File: src/rtl/ysyx_22040386_pkg.sv
// rtl/ysyx_22040386_pkg.sv - shared types and widths for the IF/MEM memory arbiter
package ysyx_22040386_pkg;

    localparam int ARB_ADDR_W = 64;
    localparam int ARB_DATA_W = 64;
    localparam int ARB_MASK_W = 8;
    localparam int ARB_INST_W = 32;

    typedef enum logic [1:0] {
        ST_IDLE = 2'd0,
        ST_REQ  = 2'd1,
        ST_RESP = 2'd2
    } arb_state_e;

    typedef enum logic {
        OWN_IF  = 1'b0,
        OWN_MEM = 1'b1
    } arb_owner_e;

    // Instructions are 32-bit; the bus word carries two, selected by address bit 2.
    function automatic logic [ARB_INST_W-1:0] pick_inst(input logic [ARB_DATA_W-1:0] word,
                                                        input logic              hi);
        return hi ? word[63:32] : word[31:0];
    endfunction

endpackage

File: src/rtl/ysyx_22040386_mem_arbiter_if.sv
// rtl/ysyx_22040386_mem_arbiter_if.sv - requester and downstream bus signals of the arbiter
interface ysyx_22040386_mem_arbiter_if;
    import ysyx_22040386_pkg::*;

    logic                  i_ARB_if_req;
    logic [ARB_ADDR_W-1:0] i_ARB_if_addr;
    logic                  i_ARB_flush;
    logic                  o_ARB_if_gnt;
    logic                  o_ARB_if_rvalid;
    logic [ARB_INST_W-1:0] o_ARB_if_rdata;

    logic                  i_ARB_mem_req;
    logic                  i_ARB_mem_we;
    logic [ARB_ADDR_W-1:0] i_ARB_mem_addr;
    logic [ARB_DATA_W-1:0] i_ARB_mem_wdata;
    logic [ARB_MASK_W-1:0] i_ARB_mem_wmask;
    logic                  o_ARB_mem_gnt;
    logic                  o_ARB_mem_rvalid;
    logic [ARB_DATA_W-1:0] o_ARB_mem_rdata;

    logic                  o_ARB_bus_valid;
    logic                  i_ARB_bus_ready;
    logic                  o_ARB_bus_we;
    logic [ARB_ADDR_W-1:0] o_ARB_bus_addr;
    logic [ARB_DATA_W-1:0] o_ARB_bus_wdata;
    logic [ARB_MASK_W-1:0] o_ARB_bus_wmask;
    logic                  i_ARB_bus_rvalid;
    logic [ARB_DATA_W-1:0] i_ARB_bus_rdata;

    modport slave (
        input  i_ARB_if_req, i_ARB_if_addr, i_ARB_flush,
        output o_ARB_if_gnt, o_ARB_if_rvalid, o_ARB_if_rdata,
        input  i_ARB_mem_req, i_ARB_mem_we, i_ARB_mem_addr, i_ARB_mem_wdata, i_ARB_mem_wmask,
        output o_ARB_mem_gnt, o_ARB_mem_rvalid, o_ARB_mem_rdata,
        output o_ARB_bus_valid, o_ARB_bus_we, o_ARB_bus_addr, o_ARB_bus_wdata, o_ARB_bus_wmask,
        input  i_ARB_bus_ready, i_ARB_bus_rvalid, i_ARB_bus_rdata
    );

    modport master (
        output i_ARB_if_req, i_ARB_if_addr, i_ARB_flush,
        input  o_ARB_if_gnt, o_ARB_if_rvalid, o_ARB_if_rdata,
        output i_ARB_mem_req, i_ARB_mem_we, i_ARB_mem_addr, i_ARB_mem_wdata, i_ARB_mem_wmask,
        input  o_ARB_mem_gnt, o_ARB_mem_rvalid, o_ARB_mem_rdata,
        input  o_ARB_bus_valid, o_ARB_bus_we, o_ARB_bus_addr, o_ARB_bus_wdata, o_ARB_bus_wmask,
        output i_ARB_bus_ready, i_ARB_bus_rvalid, i_ARB_bus_rdata
    );

endinterface

File: src/rtl/ysyx_22040386_mem_arbiter.sv
// rtl/ysyx_22040386_mem_arbiter.sv - single-outstanding IF/MEM arbiter onto the pmem/CLINT bus
module ysyx_22040386_mem_arbiter
    import ysyx_22040386_pkg::*;
#(
    parameter int STARVE_MAX = 4
) (
    input  logic                         i_ARB_clk,
    input  logic                         i_ARB_rst,
    ysyx_22040386_mem_arbiter_if.slave   arb
);

    localparam int              CNT_W      = $clog2(STARVE_MAX + 1);
    localparam logic [CNT_W-1:0] STARVE_LIM = CNT_W'(STARVE_MAX);

    arb_state_e            state_q, state_d;
    arb_owner_e            owner_q;
    logic                  drop_q;
    logic [CNT_W-1:0]      starve_q;

    logic                  bus_we_q;
    logic [ARB_ADDR_W-1:0] bus_addr_q;
    logic [ARB_DATA_W-1:0] bus_wdata_q;
    logic [ARB_MASK_W-1:0] bus_wmask_q;

    logic                  if_rvalid_q;
    logic [ARB_INST_W-1:0] if_rdata_q;
    logic                  mem_rvalid_q;
    logic [ARB_DATA_W-1:0] mem_rdata_q;

    logic if_cand, starved, pick_mem, pick_if;
    logic grant_if, grant_mem, resp_done, if_deliver;

    // Grants are combinational in IDLE, so they are gated by reset to keep outputs quiet.
    always_comb begin
        if_cand    = arb.i_ARB_if_req & ~arb.i_ARB_flush;
        starved    = (starve_q == STARVE_LIM);
        pick_mem   = arb.i_ARB_mem_req & ~(if_cand & starved);
        pick_if    = if_cand & ~pick_mem;
        grant_mem  = (state_q == ST_IDLE) & ~i_ARB_rst & pick_mem;
        grant_if   = (state_q == ST_IDLE) & ~i_ARB_rst & pick_if;
        resp_done  = (state_q == ST_RESP) & arb.i_ARB_bus_rvalid;
        if_deliver = resp_done & (owner_q == OWN_IF) & ~drop_q & ~arb.i_ARB_flush;
    end

    always_ff @(posedge i_ARB_clk or posedge i_ARB_rst) begin
        if (i_ARB_rst) begin
            state_q <= ST_IDLE;
        end else begin
            state_q <= state_d;
        end
    end

    always_comb begin
        state_d = state_q;
        case (state_q)
            ST_IDLE: if (grant_if || grant_mem)    state_d = ST_REQ;
            ST_REQ:  if (arb.i_ARB_bus_ready)      state_d = ST_RESP;
            ST_RESP: if (arb.i_ARB_bus_rvalid)     state_d = ST_IDLE;
            default:                               state_d = ST_IDLE;
        endcase
    end

    always_comb begin
        arb.o_ARB_if_gnt    = grant_if;
        arb.o_ARB_mem_gnt   = grant_mem;
        arb.o_ARB_bus_valid = (state_q == ST_REQ);
    end

    assign arb.o_ARB_bus_we     = bus_we_q;
    assign arb.o_ARB_bus_addr   = bus_addr_q;
    assign arb.o_ARB_bus_wdata  = bus_wdata_q;
    assign arb.o_ARB_bus_wmask  = bus_wmask_q;
    assign arb.o_ARB_if_rvalid  = if_rvalid_q;
    assign arb.o_ARB_if_rdata   = if_rdata_q;
    assign arb.o_ARB_mem_rvalid = mem_rvalid_q;
    assign arb.o_ARB_mem_rdata  = mem_rdata_q;

    // Fetches never write: their write fields are forced to zero at latch time.
    always_ff @(posedge i_ARB_clk or posedge i_ARB_rst) begin
        if (i_ARB_rst) begin
            owner_q     <= OWN_IF;
            bus_we_q    <= 1'b0;
            bus_addr_q  <= '0;
            bus_wdata_q <= '0;
            bus_wmask_q <= '0;
        end else if (grant_if) begin
            owner_q     <= OWN_IF;
            bus_we_q    <= 1'b0;
            bus_addr_q  <= arb.i_ARB_if_addr;
            bus_wdata_q <= '0;
            bus_wmask_q <= '0;
        end else if (grant_mem) begin
            owner_q     <= OWN_MEM;
            bus_we_q    <= arb.i_ARB_mem_we;
            bus_addr_q  <= arb.i_ARB_mem_addr;
            bus_wdata_q <= arb.i_ARB_mem_wdata;
            bus_wmask_q <= arb.i_ARB_mem_wmask;
        end
    end

    always_ff @(posedge i_ARB_clk or posedge i_ARB_rst) begin
        if (i_ARB_rst) begin
            starve_q <= '0;
        end else if (state_q == ST_IDLE) begin
            if (grant_mem && arb.i_ARB_if_req) begin
                if (!starved) starve_q <= starve_q + CNT_W'(1);
            end else if (grant_if || !arb.i_ARB_if_req) begin
                starve_q <= '0;
            end
        end
    end

    // A redirect during an in-flight fetch lets the bus finish but swallows the result.
    always_ff @(posedge i_ARB_clk or posedge i_ARB_rst) begin
        if (i_ARB_rst) begin
            drop_q <= 1'b0;
        end else if (grant_if || grant_mem || resp_done) begin
            drop_q <= 1'b0;
        end else if ((state_q != ST_IDLE) && (owner_q == OWN_IF) && arb.i_ARB_flush) begin
            drop_q <= 1'b1;
        end
    end

    always_ff @(posedge i_ARB_clk or posedge i_ARB_rst) begin
        if (i_ARB_rst) begin
            if_rvalid_q  <= 1'b0;
            if_rdata_q   <= '0;
            mem_rvalid_q <= 1'b0;
            mem_rdata_q  <= '0;
        end else begin
            if_rvalid_q  <= if_deliver;
            mem_rvalid_q <= resp_done & (owner_q == OWN_MEM);
            if (if_deliver) begin
                if_rdata_q <= pick_inst(arb.i_ARB_bus_rdata, bus_addr_q[2]);
            end
            if (resp_done && (owner_q == OWN_MEM)) begin
                mem_rdata_q <= bus_we_q ? '0 : arb.i_ARB_bus_rdata;
            end
        end
    end

endmodule

File: src/flat_wrapper.sv
// flat-port wrapper written by rule: the top's interface ports become plain ports
module ysyx_22040386_mem_arbiter_flat import ysyx_22040386_pkg::*;
#(
    parameter int STARVE_MAX = 4
)
  (i_ARB_clk, i_ARB_rst, arb_i_ARB_if_req, arb_i_ARB_if_addr, arb_i_ARB_flush, arb_o_ARB_if_gnt, arb_o_ARB_if_rvalid, arb_o_ARB_if_rdata, arb_i_ARB_mem_req, arb_i_ARB_mem_we, arb_i_ARB_mem_addr, arb_i_ARB_mem_wdata, arb_i_ARB_mem_wmask, arb_o_ARB_mem_gnt, arb_o_ARB_mem_rvalid, arb_o_ARB_mem_rdata, arb_o_ARB_bus_valid, arb_o_ARB_bus_we, arb_o_ARB_bus_addr, arb_o_ARB_bus_wdata, arb_o_ARB_bus_wmask, arb_i_ARB_bus_ready, arb_i_ARB_bus_rvalid, arb_i_ARB_bus_rdata);
  ysyx_22040386_mem_arbiter_if arb_i ();
  input  logic i_ARB_clk;
  input  logic i_ARB_rst;
  input wire logic [$bits(arb_i.i_ARB_if_req)-1:0] arb_i_ARB_if_req;
  input wire logic [$bits(arb_i.i_ARB_if_addr)-1:0] arb_i_ARB_if_addr;
  input wire logic [$bits(arb_i.i_ARB_flush)-1:0] arb_i_ARB_flush;
  output wire logic [$bits(arb_i.o_ARB_if_gnt)-1:0] arb_o_ARB_if_gnt;
  output wire logic [$bits(arb_i.o_ARB_if_rvalid)-1:0] arb_o_ARB_if_rvalid;
  output wire logic [$bits(arb_i.o_ARB_if_rdata)-1:0] arb_o_ARB_if_rdata;
  input wire logic [$bits(arb_i.i_ARB_mem_req)-1:0] arb_i_ARB_mem_req;
  input wire logic [$bits(arb_i.i_ARB_mem_we)-1:0] arb_i_ARB_mem_we;
  input wire logic [$bits(arb_i.i_ARB_mem_addr)-1:0] arb_i_ARB_mem_addr;
  input wire logic [$bits(arb_i.i_ARB_mem_wdata)-1:0] arb_i_ARB_mem_wdata;
  input wire logic [$bits(arb_i.i_ARB_mem_wmask)-1:0] arb_i_ARB_mem_wmask;
  output wire logic [$bits(arb_i.o_ARB_mem_gnt)-1:0] arb_o_ARB_mem_gnt;
  output wire logic [$bits(arb_i.o_ARB_mem_rvalid)-1:0] arb_o_ARB_mem_rvalid;
  output wire logic [$bits(arb_i.o_ARB_mem_rdata)-1:0] arb_o_ARB_mem_rdata;
  output wire logic [$bits(arb_i.o_ARB_bus_valid)-1:0] arb_o_ARB_bus_valid;
  output wire logic [$bits(arb_i.o_ARB_bus_we)-1:0] arb_o_ARB_bus_we;
  output wire logic [$bits(arb_i.o_ARB_bus_addr)-1:0] arb_o_ARB_bus_addr;
  output wire logic [$bits(arb_i.o_ARB_bus_wdata)-1:0] arb_o_ARB_bus_wdata;
  output wire logic [$bits(arb_i.o_ARB_bus_wmask)-1:0] arb_o_ARB_bus_wmask;
  input wire logic [$bits(arb_i.i_ARB_bus_ready)-1:0] arb_i_ARB_bus_ready;
  input wire logic [$bits(arb_i.i_ARB_bus_rvalid)-1:0] arb_i_ARB_bus_rvalid;
  input wire logic [$bits(arb_i.i_ARB_bus_rdata)-1:0] arb_i_ARB_bus_rdata;
  assign arb_i.i_ARB_if_req = arb_i_ARB_if_req;
  assign arb_i.i_ARB_if_addr = arb_i_ARB_if_addr;
  assign arb_i.i_ARB_flush = arb_i_ARB_flush;
  assign arb_o_ARB_if_gnt = arb_i.o_ARB_if_gnt;
  assign arb_o_ARB_if_rvalid = arb_i.o_ARB_if_rvalid;
  assign arb_o_ARB_if_rdata = arb_i.o_ARB_if_rdata;
  assign arb_i.i_ARB_mem_req = arb_i_ARB_mem_req;
  assign arb_i.i_ARB_mem_we = arb_i_ARB_mem_we;
  assign arb_i.i_ARB_mem_addr = arb_i_ARB_mem_addr;
  assign arb_i.i_ARB_mem_wdata = arb_i_ARB_mem_wdata;
  assign arb_i.i_ARB_mem_wmask = arb_i_ARB_mem_wmask;
  assign arb_o_ARB_mem_gnt = arb_i.o_ARB_mem_gnt;
  assign arb_o_ARB_mem_rvalid = arb_i.o_ARB_mem_rvalid;
  assign arb_o_ARB_mem_rdata = arb_i.o_ARB_mem_rdata;
  assign arb_o_ARB_bus_valid = arb_i.o_ARB_bus_valid;
  assign arb_o_ARB_bus_we = arb_i.o_ARB_bus_we;
  assign arb_o_ARB_bus_addr = arb_i.o_ARB_bus_addr;
  assign arb_o_ARB_bus_wdata = arb_i.o_ARB_bus_wdata;
  assign arb_o_ARB_bus_wmask = arb_i.o_ARB_bus_wmask;
  assign arb_i.i_ARB_bus_ready = arb_i_ARB_bus_ready;
  assign arb_i.i_ARB_bus_rvalid = arb_i_ARB_bus_rvalid;
  assign arb_i.i_ARB_bus_rdata = arb_i_ARB_bus_rdata;
  ysyx_22040386_mem_arbiter #(.STARVE_MAX(STARVE_MAX)) u_core (.i_ARB_clk(i_ARB_clk), .i_ARB_rst(i_ARB_rst), .arb(arb_i));
endmodule
File: config.mk
export PLATFORM = sky130hd
export DESIGN_NAME = ysyx_22040386_mem_arbiter_flat
export DESIGN_NICKNAME = d
export VERILOG_FILES = /design/src/rtl/ysyx_22040386_pkg.sv /design/src/rtl/ysyx_22040386_mem_arbiter_if.sv /design/src/rtl/ysyx_22040386_mem_arbiter.sv /design/src/flat_wrapper.sv
export SDC_FILE = /design/constraint.sdc
export NUM_CORES = 1
export LEC_CHECK = 0
export CAP_MARGIN = 10
export CORE_AREA = 5 5 194 196
export CTS_BUF_LIST = sky130_fd_sc_hd__clkbuf_8
export DETAILED_ROUTE_END_ITERATION = 12
export DIE_AREA = 0 0 199 201
export HOLD_SLACK_MARGIN = 0.02
export PLACE_DENSITY_LB_ADDON = 0.05
export SETUP_SLACK_MARGIN = 0.2
export SLEW_MARGIN = 40
export SYNTH_ARGS = -nofsm -noshare
export SYNTH_HDL_FRONTEND = slang
export SYNTH_SLANG_ARGS = --single-unit
File: constraint.sdc
create_clock -name i_ARB_clk -period 8 [get_ports i_ARB_clk]
set_input_delay 2 -clock i_ARB_clk [delete_from_list [all_inputs] [get_ports i_ARB_clk]]
set_output_delay 2 -clock i_ARB_clk [all_outputs]
set_load 0.01 [all_outputs]
* After elaboration in Yosys (flattened, before gate mapping)
Cells that the tools add are included.
** Word-level totals
- Bits in registers :: 242
- Logic and storage cells :: 74
- Output and inout port bits :: 238
** Cells by class
- Add/sub/neg operators :: 1
- Eq/ne operators :: 7
- Bitwise gates (word level) :: 18
- Reductions and logical operators :: 15
- Muxes and demuxes :: 21
** Operator list (number)
- 64-bit two-way mux :: 5
- 32-bit two-way mux :: 1
- 8-bit two-way mux :: 2
- 1-bit AND :: 12
- 3-bit two-way mux :: 3
- 2-bit nonzero test :: 4
- 1-bit two-way mux :: 6
- 2-bit two-way mux :: 3
- 2-bit inequality test (second input constant) :: 3
- 1-bit inverter :: 6
- 2-bit one-hot mux with 3 select lines :: 1
- 3-bit AND reduction :: 2
- 1-bit logical AND :: 4
- 3-bit by 1-bit adder with 3-bit output (second input constant) :: 1
- 3-bit == test (second input constant) :: 1
- 1-bit logical OR :: 3
- 2-bit by 1-bit == test with 1-bit output (second input constant) :: 1
- 2-bit == test (second input constant) :: 1
- 2-bit logical NOT :: 1
- 2-bit by 1-bit inequality test with 1-bit output (second input constant) :: 1
- 1-bit logical NOT :: 1

* Longest topological paths before layout
- Word-level depth :: 11
- Gate-level depth with buffers :: 8
- Mapped depth without buffers :: 6

* Worst setup path after synthesis
Ideal clock, no wire load.
- Path kind :: input to output
- Start :: input i_ARB_rst
- End :: output arb_o_ARB_mem_gnt
- Path buffers :: 2
- Required time :: 6.000 ns
- Cell stages on the path :: 4
- Data arrival time :: 2.986 ns
- Setup slack :: 3.014 ns
- Cell sequence :: or3_4 a311oi_2 buf_4 buf_4
** On the way
- Word-level cells in the longest chain between the ends :: 3
** RTL lines
- start: declaration :: line flat_wrapper.sv:9 : input logic i_ARB_rst;
- 1-bit inverter :: line ysyx_22040386_mem_arbiter.sv:39 : grant_mem = (state_q == ST_IDLE) & ~i_ARB_rst & pick_mem;
- 1-bit AND (2 in a row) :: line ysyx_22040386_mem_arbiter.sv:39
- end: declaration :: line flat_wrapper.sv:21 : output wire logic [$bits(arb_i.o_ARB_mem_gnt)-1:0] arb_o_ARB_mem_gnt;
Every way passes these cells.

* Worst setup path after layout
Same ends and word-level chain as after synthesis.

==> reports/summary.txt <==
======================================================================================
Initial cell density of the core                                                 27.1%
Non-filler cells, final                                                           1855
Detailed Routing Iterations Pass 1                                                   7
Leakage                                                                        7.40 nW
Ranking of synthesized cells by area                                      dfrtp_1, a222oi_1, a22o_1
Number of different library cells in the post-synthesis netlist                     29
P&R area growth vs syn                                                           67.1%
Cell type with the largest total area after synthesis                          dfrtp_1
Crit path cell chain                                                      clkdlybuf4s50_1 -> or3_4 -> a311oi_4 -> clkdlybuf4s50_1
Dpl hpwl                                                                      28300 um
Async SR Flop Fraction                                                            100%
Fillers                                                                           3455
# hold bufs at CTS                                                                   0
Synth Cell Area                                                              9730 um^2
Launch point of the worst reg-to-reg path                                 u_core.state_q[0]$_DFFE_PP0P_
Final max-slew violation count                                                       0
Commonest cells post-synth                                                dfrtp_1, o21ai_0, nand2_1
Post-route core utilization                                                      45.3%
Worst slew slack as a fraction of its limit                                      49.0%
Start point of the critical path                                             i_ARB_rst
Detailed-route via count                                                          8576
Post-route clock skew                                                        0.0269 ns
Crit-path slowest cell                                                    clkdlybuf4s50_1
Count of boundary I/O pins                                                         510
Yosys reg bits                                                                     242
Maximum buffer depth of the clock tree                                               3
Unrepaired setup endpoints after global routing                                     no
Avg Synthesized Cell Area                                                    11.5 um^2
Max Freq                                                                       174 MHz
WL/cell                                                                        21.5 um
Count of maximum capacitance violations                                              0
Destination of the worst register-to-register timing path                 u_core.arb.o_ARB_bus_addr[62]$_DFFE_PP0P_
Detailed router's first-iteration violation count                                  660
End of the critical path                                                  arb_o_ARB_mem_gnt
Core region area                                                            35900 um^2
Final count of negative-setup-slack endpoints                                        0
Slack of the worst reg-to-reg path                                             5.14 ns
Area fraction of the dominant cell type after synthesis                          62.2%
Critical path start-end classification                                    primary input to output pin
Number of sinks handled by clock tree synthesis                                    242
Period Utilization, post-route                                                   72.0%
Number of resized instances in the post-cts repair step                              0
Total negative slack for setup checks                                             0 ns
Worst-case vdd ir drop                                                          165 uV
Gate Count Post-Synth                                                              849
Cell type with the highest occurrence count on the critical path          clkdlybuf4s50_1
Number of standard-cell rows in the floorplan                                       70
Count of antenna-violating nets left after detailed routing                          0
Reg2reg path depth                                                                   6
Status                                                                    finished clean
Weighted congestion reported at the end of routability-driven placement          0.772
Tmin final                                                                     5.76 ns
Power density relative to cell area                                        356 nW/um^2
Via count of the first global-routing pass                                        9231
Number of cells after detailed placement                                          1767
WP data required                                                               6.00 ns
Dominant register cell in the synthesized netlist                              dfrtp_1
Endpoints failing hold                                                               0
Transition at the pin with the smallest max-transition slack                  0.761 ns
Clk Latency, worst-skew pair                                                   0.55 ns
Die boundary width                                                              199 um
Startpoint class of the critical path                                     primary input
Layout cells sized above 1                                                       6.00%
Highest fanout seen on the critical path                                             3
EDFF count, synth                                                                    0
CTS buffer count                                                                    46
Arrival time of data at the critical path endpoint                             3.76 ns
Mapped Nets                                                                       1123
Global-route wire length before repair                                        59100 um
Largest stage delay, worst path                                                0.59 ns
Clock slew at the register clock pins of the worst setup and hold paths        0.05 ns
Fraction of the yosys area taken by sequential cells                             62.2%
Total detailed-routing wirelength                                             39800 um
Via-to-Cell Ratio                                                                 4.62
Largest net degree at the start of global routing                                  126
Clock tree from TritonCTS                                                         done
Post-CTS setup-driven buffer insertion count                                         0
Htree depth                                                                          2
Total global routing overflow                                                        0
Number of input and output port buffers inserted                                   509
Capturing element type of the critical path                                 output pin
Type of the tightest min-delay check                                      flip-flop to flip-flop
DIE HEIGHT                                                                      201 um
Global router's overall resource usage                                           19.2%
Antenna violations before repair                                                     7
Die Footprint                                                               40000 um^2
Number of DRC violations after detailed routing                                      0
Number of warnings printed during yosys synthesis                                    0
Buffer type at the clock tree root                                            clkbuf_8
Most numerous cell in the Yosys netlist                                        dfrtp_1
Net count reported at finish                                                      1622
======================================================================================
## metal layers
| layer | GRT usage (%) | routed length [um] | vias up |
|---|---|---|---|
| met1 | 22.1 | 15200 | 4112 |
| met4 | 5.20 | 910 | 6 |
| met5 | 0 | 41 | - |
| met2 | 33.2 | 19900 | 359 |
| met3 | 7.39 | 3770 | 72 |
| li1 | - | - | 4027 |
## cells in the final DEF (no fill, tap or decap), drive strengths merged
cell and n:
a311oi 1, o21ai 103, nor2b 1, nand4b 3, bufinv 1, o32ai 1, a222oi 64, ha 2
clkinvlp 1, a21boi 2, clkinv 3, mux2i 35, clkbuf 61, nor3 5, buf 12, nor2 3
nand2 98, or3 1, nand3 1, o21bai 1, dfrtp 242, clkdlybuf4s50 509, o211ai 1, o21a 1
a22o 70, o211a 1, diode 4, nand2b 68, inv 92
## report_power, final
part | leakage, nW | total, mW | internal (mW) | switching [mW]
Combinational | 3.75 | 2.47 | 1.39 | 1.08
Sequential | 3.09 | 2.06 | 1.76 | 0.306
Clock | 0.560 | 1.25 | 0.709 | 0.537
## critical path, delay by kind of cell
kind | cells | cell delay [ns]
AOI/OAI and AO/OA | 1 | 0.29
and+or+nand+nor | 1 | 0.40
buffers and inverters | 2 | 1.07
## sequential cells by signal, indices dropped and copies added, names as in the netlist
register and cells:
u_core.arb.o_ARB_bus_addr 64, u_core.arb.o_ARB_bus_wdata 64, u_core.arb.o_ARB_mem_rdata 64, u_core.arb.o_ARB_if_rdata 32, u_core.arb.o_ARB_bus_wmask 8, u_core.starve_q 3
u_core.state_q 2, u_core.arb.o_ARB_bus_we 1, u_core.arb.o_ARB_if_rvalid 1, u_core.arb.o_ARB_mem_rvalid 1, u_core.drop_q 1, u_core.owner_q 1
## worst min-delay path by stage
stage,start,endpoint,depth (start not counted)
after floorplan,u_core.starve_q[0]$_DFFE_PP0P_,u_core.starve_q[0]$_DFFE_PP0P_,1
after global placement,u_core.arb.o_ARB_mem_rdata[52]$_DFFE_PP0P_,u_core.arb.o_ARB_mem_rdata[52]$_DFFE_PP0P_,2
after detailed placement,u_core.arb.o_ARB_mem_rdata[42]$_DFFE_PP0P_,u_core.arb.o_ARB_mem_rdata[42]$_DFFE_PP0P_,2
after CTS,u_core.arb.o_ARB_mem_rdata[42]$_DFFE_PP0P_,u_core.arb.o_ARB_mem_rdata[42]$_DFFE_PP0P_,2
after global routing,u_core.arb.o_ARB_bus_addr[1]$_DFFE_PP0P_,u_core.arb.o_ARB_bus_addr[1]$_DFFE_PP0P_,2
final,u_core.arb.o_ARB_mem_rdata[4]$_DFFE_PP0P_,u_core.arb.o_ARB_mem_rdata[4]$_DFFE_PP0P_,2
## cells by family (layout without fill, tap and decap cells)
logic type      Yosys count  count (layout)  synth area share [%]
compound gates          245             245                  18.9
flops                   242             242                  62.2
simple gates            180             180                  9.08
buf+inv                 145             679                  5.90
mux                      35              35                  3.60
fa+ha+maj                 2               2                 0.257
other cells               0               4                     0
## layout make-up
cell class / instances / area [um^2] / area share (%)
multi-input cells: 462 / 3130 / 19.2
clock buffers: 61 / 840 / 5.16
well taps: 468 / 586 / 3.60
inverters: 75 / 285 / 1.75
flip-flops and latches: 242 / 6060 / 37.3
repair buffers: 521 / 5240 / 32.2
diodes: 4 / 10.0 / 0.0616
clock inverters: 22 / 113 / 0.693
## stage by stage
step           hold slack, ns  power [mW]  area [um^2]  setup WS (ns)
2_1_floorplan           0.456        3.02         9730           2.82
3_3_place_gp            0.462        4.59        15300           2.27
3_5_place_dp            0.469        4.59        15300           2.24
4_1_cts                 0.482        5.90        16200           2.24
5_1_grt                 0.505        6.15        16300           2.21
6_report                0.476        5.78        16300           2.24
(Power assumes the default switching activity.)
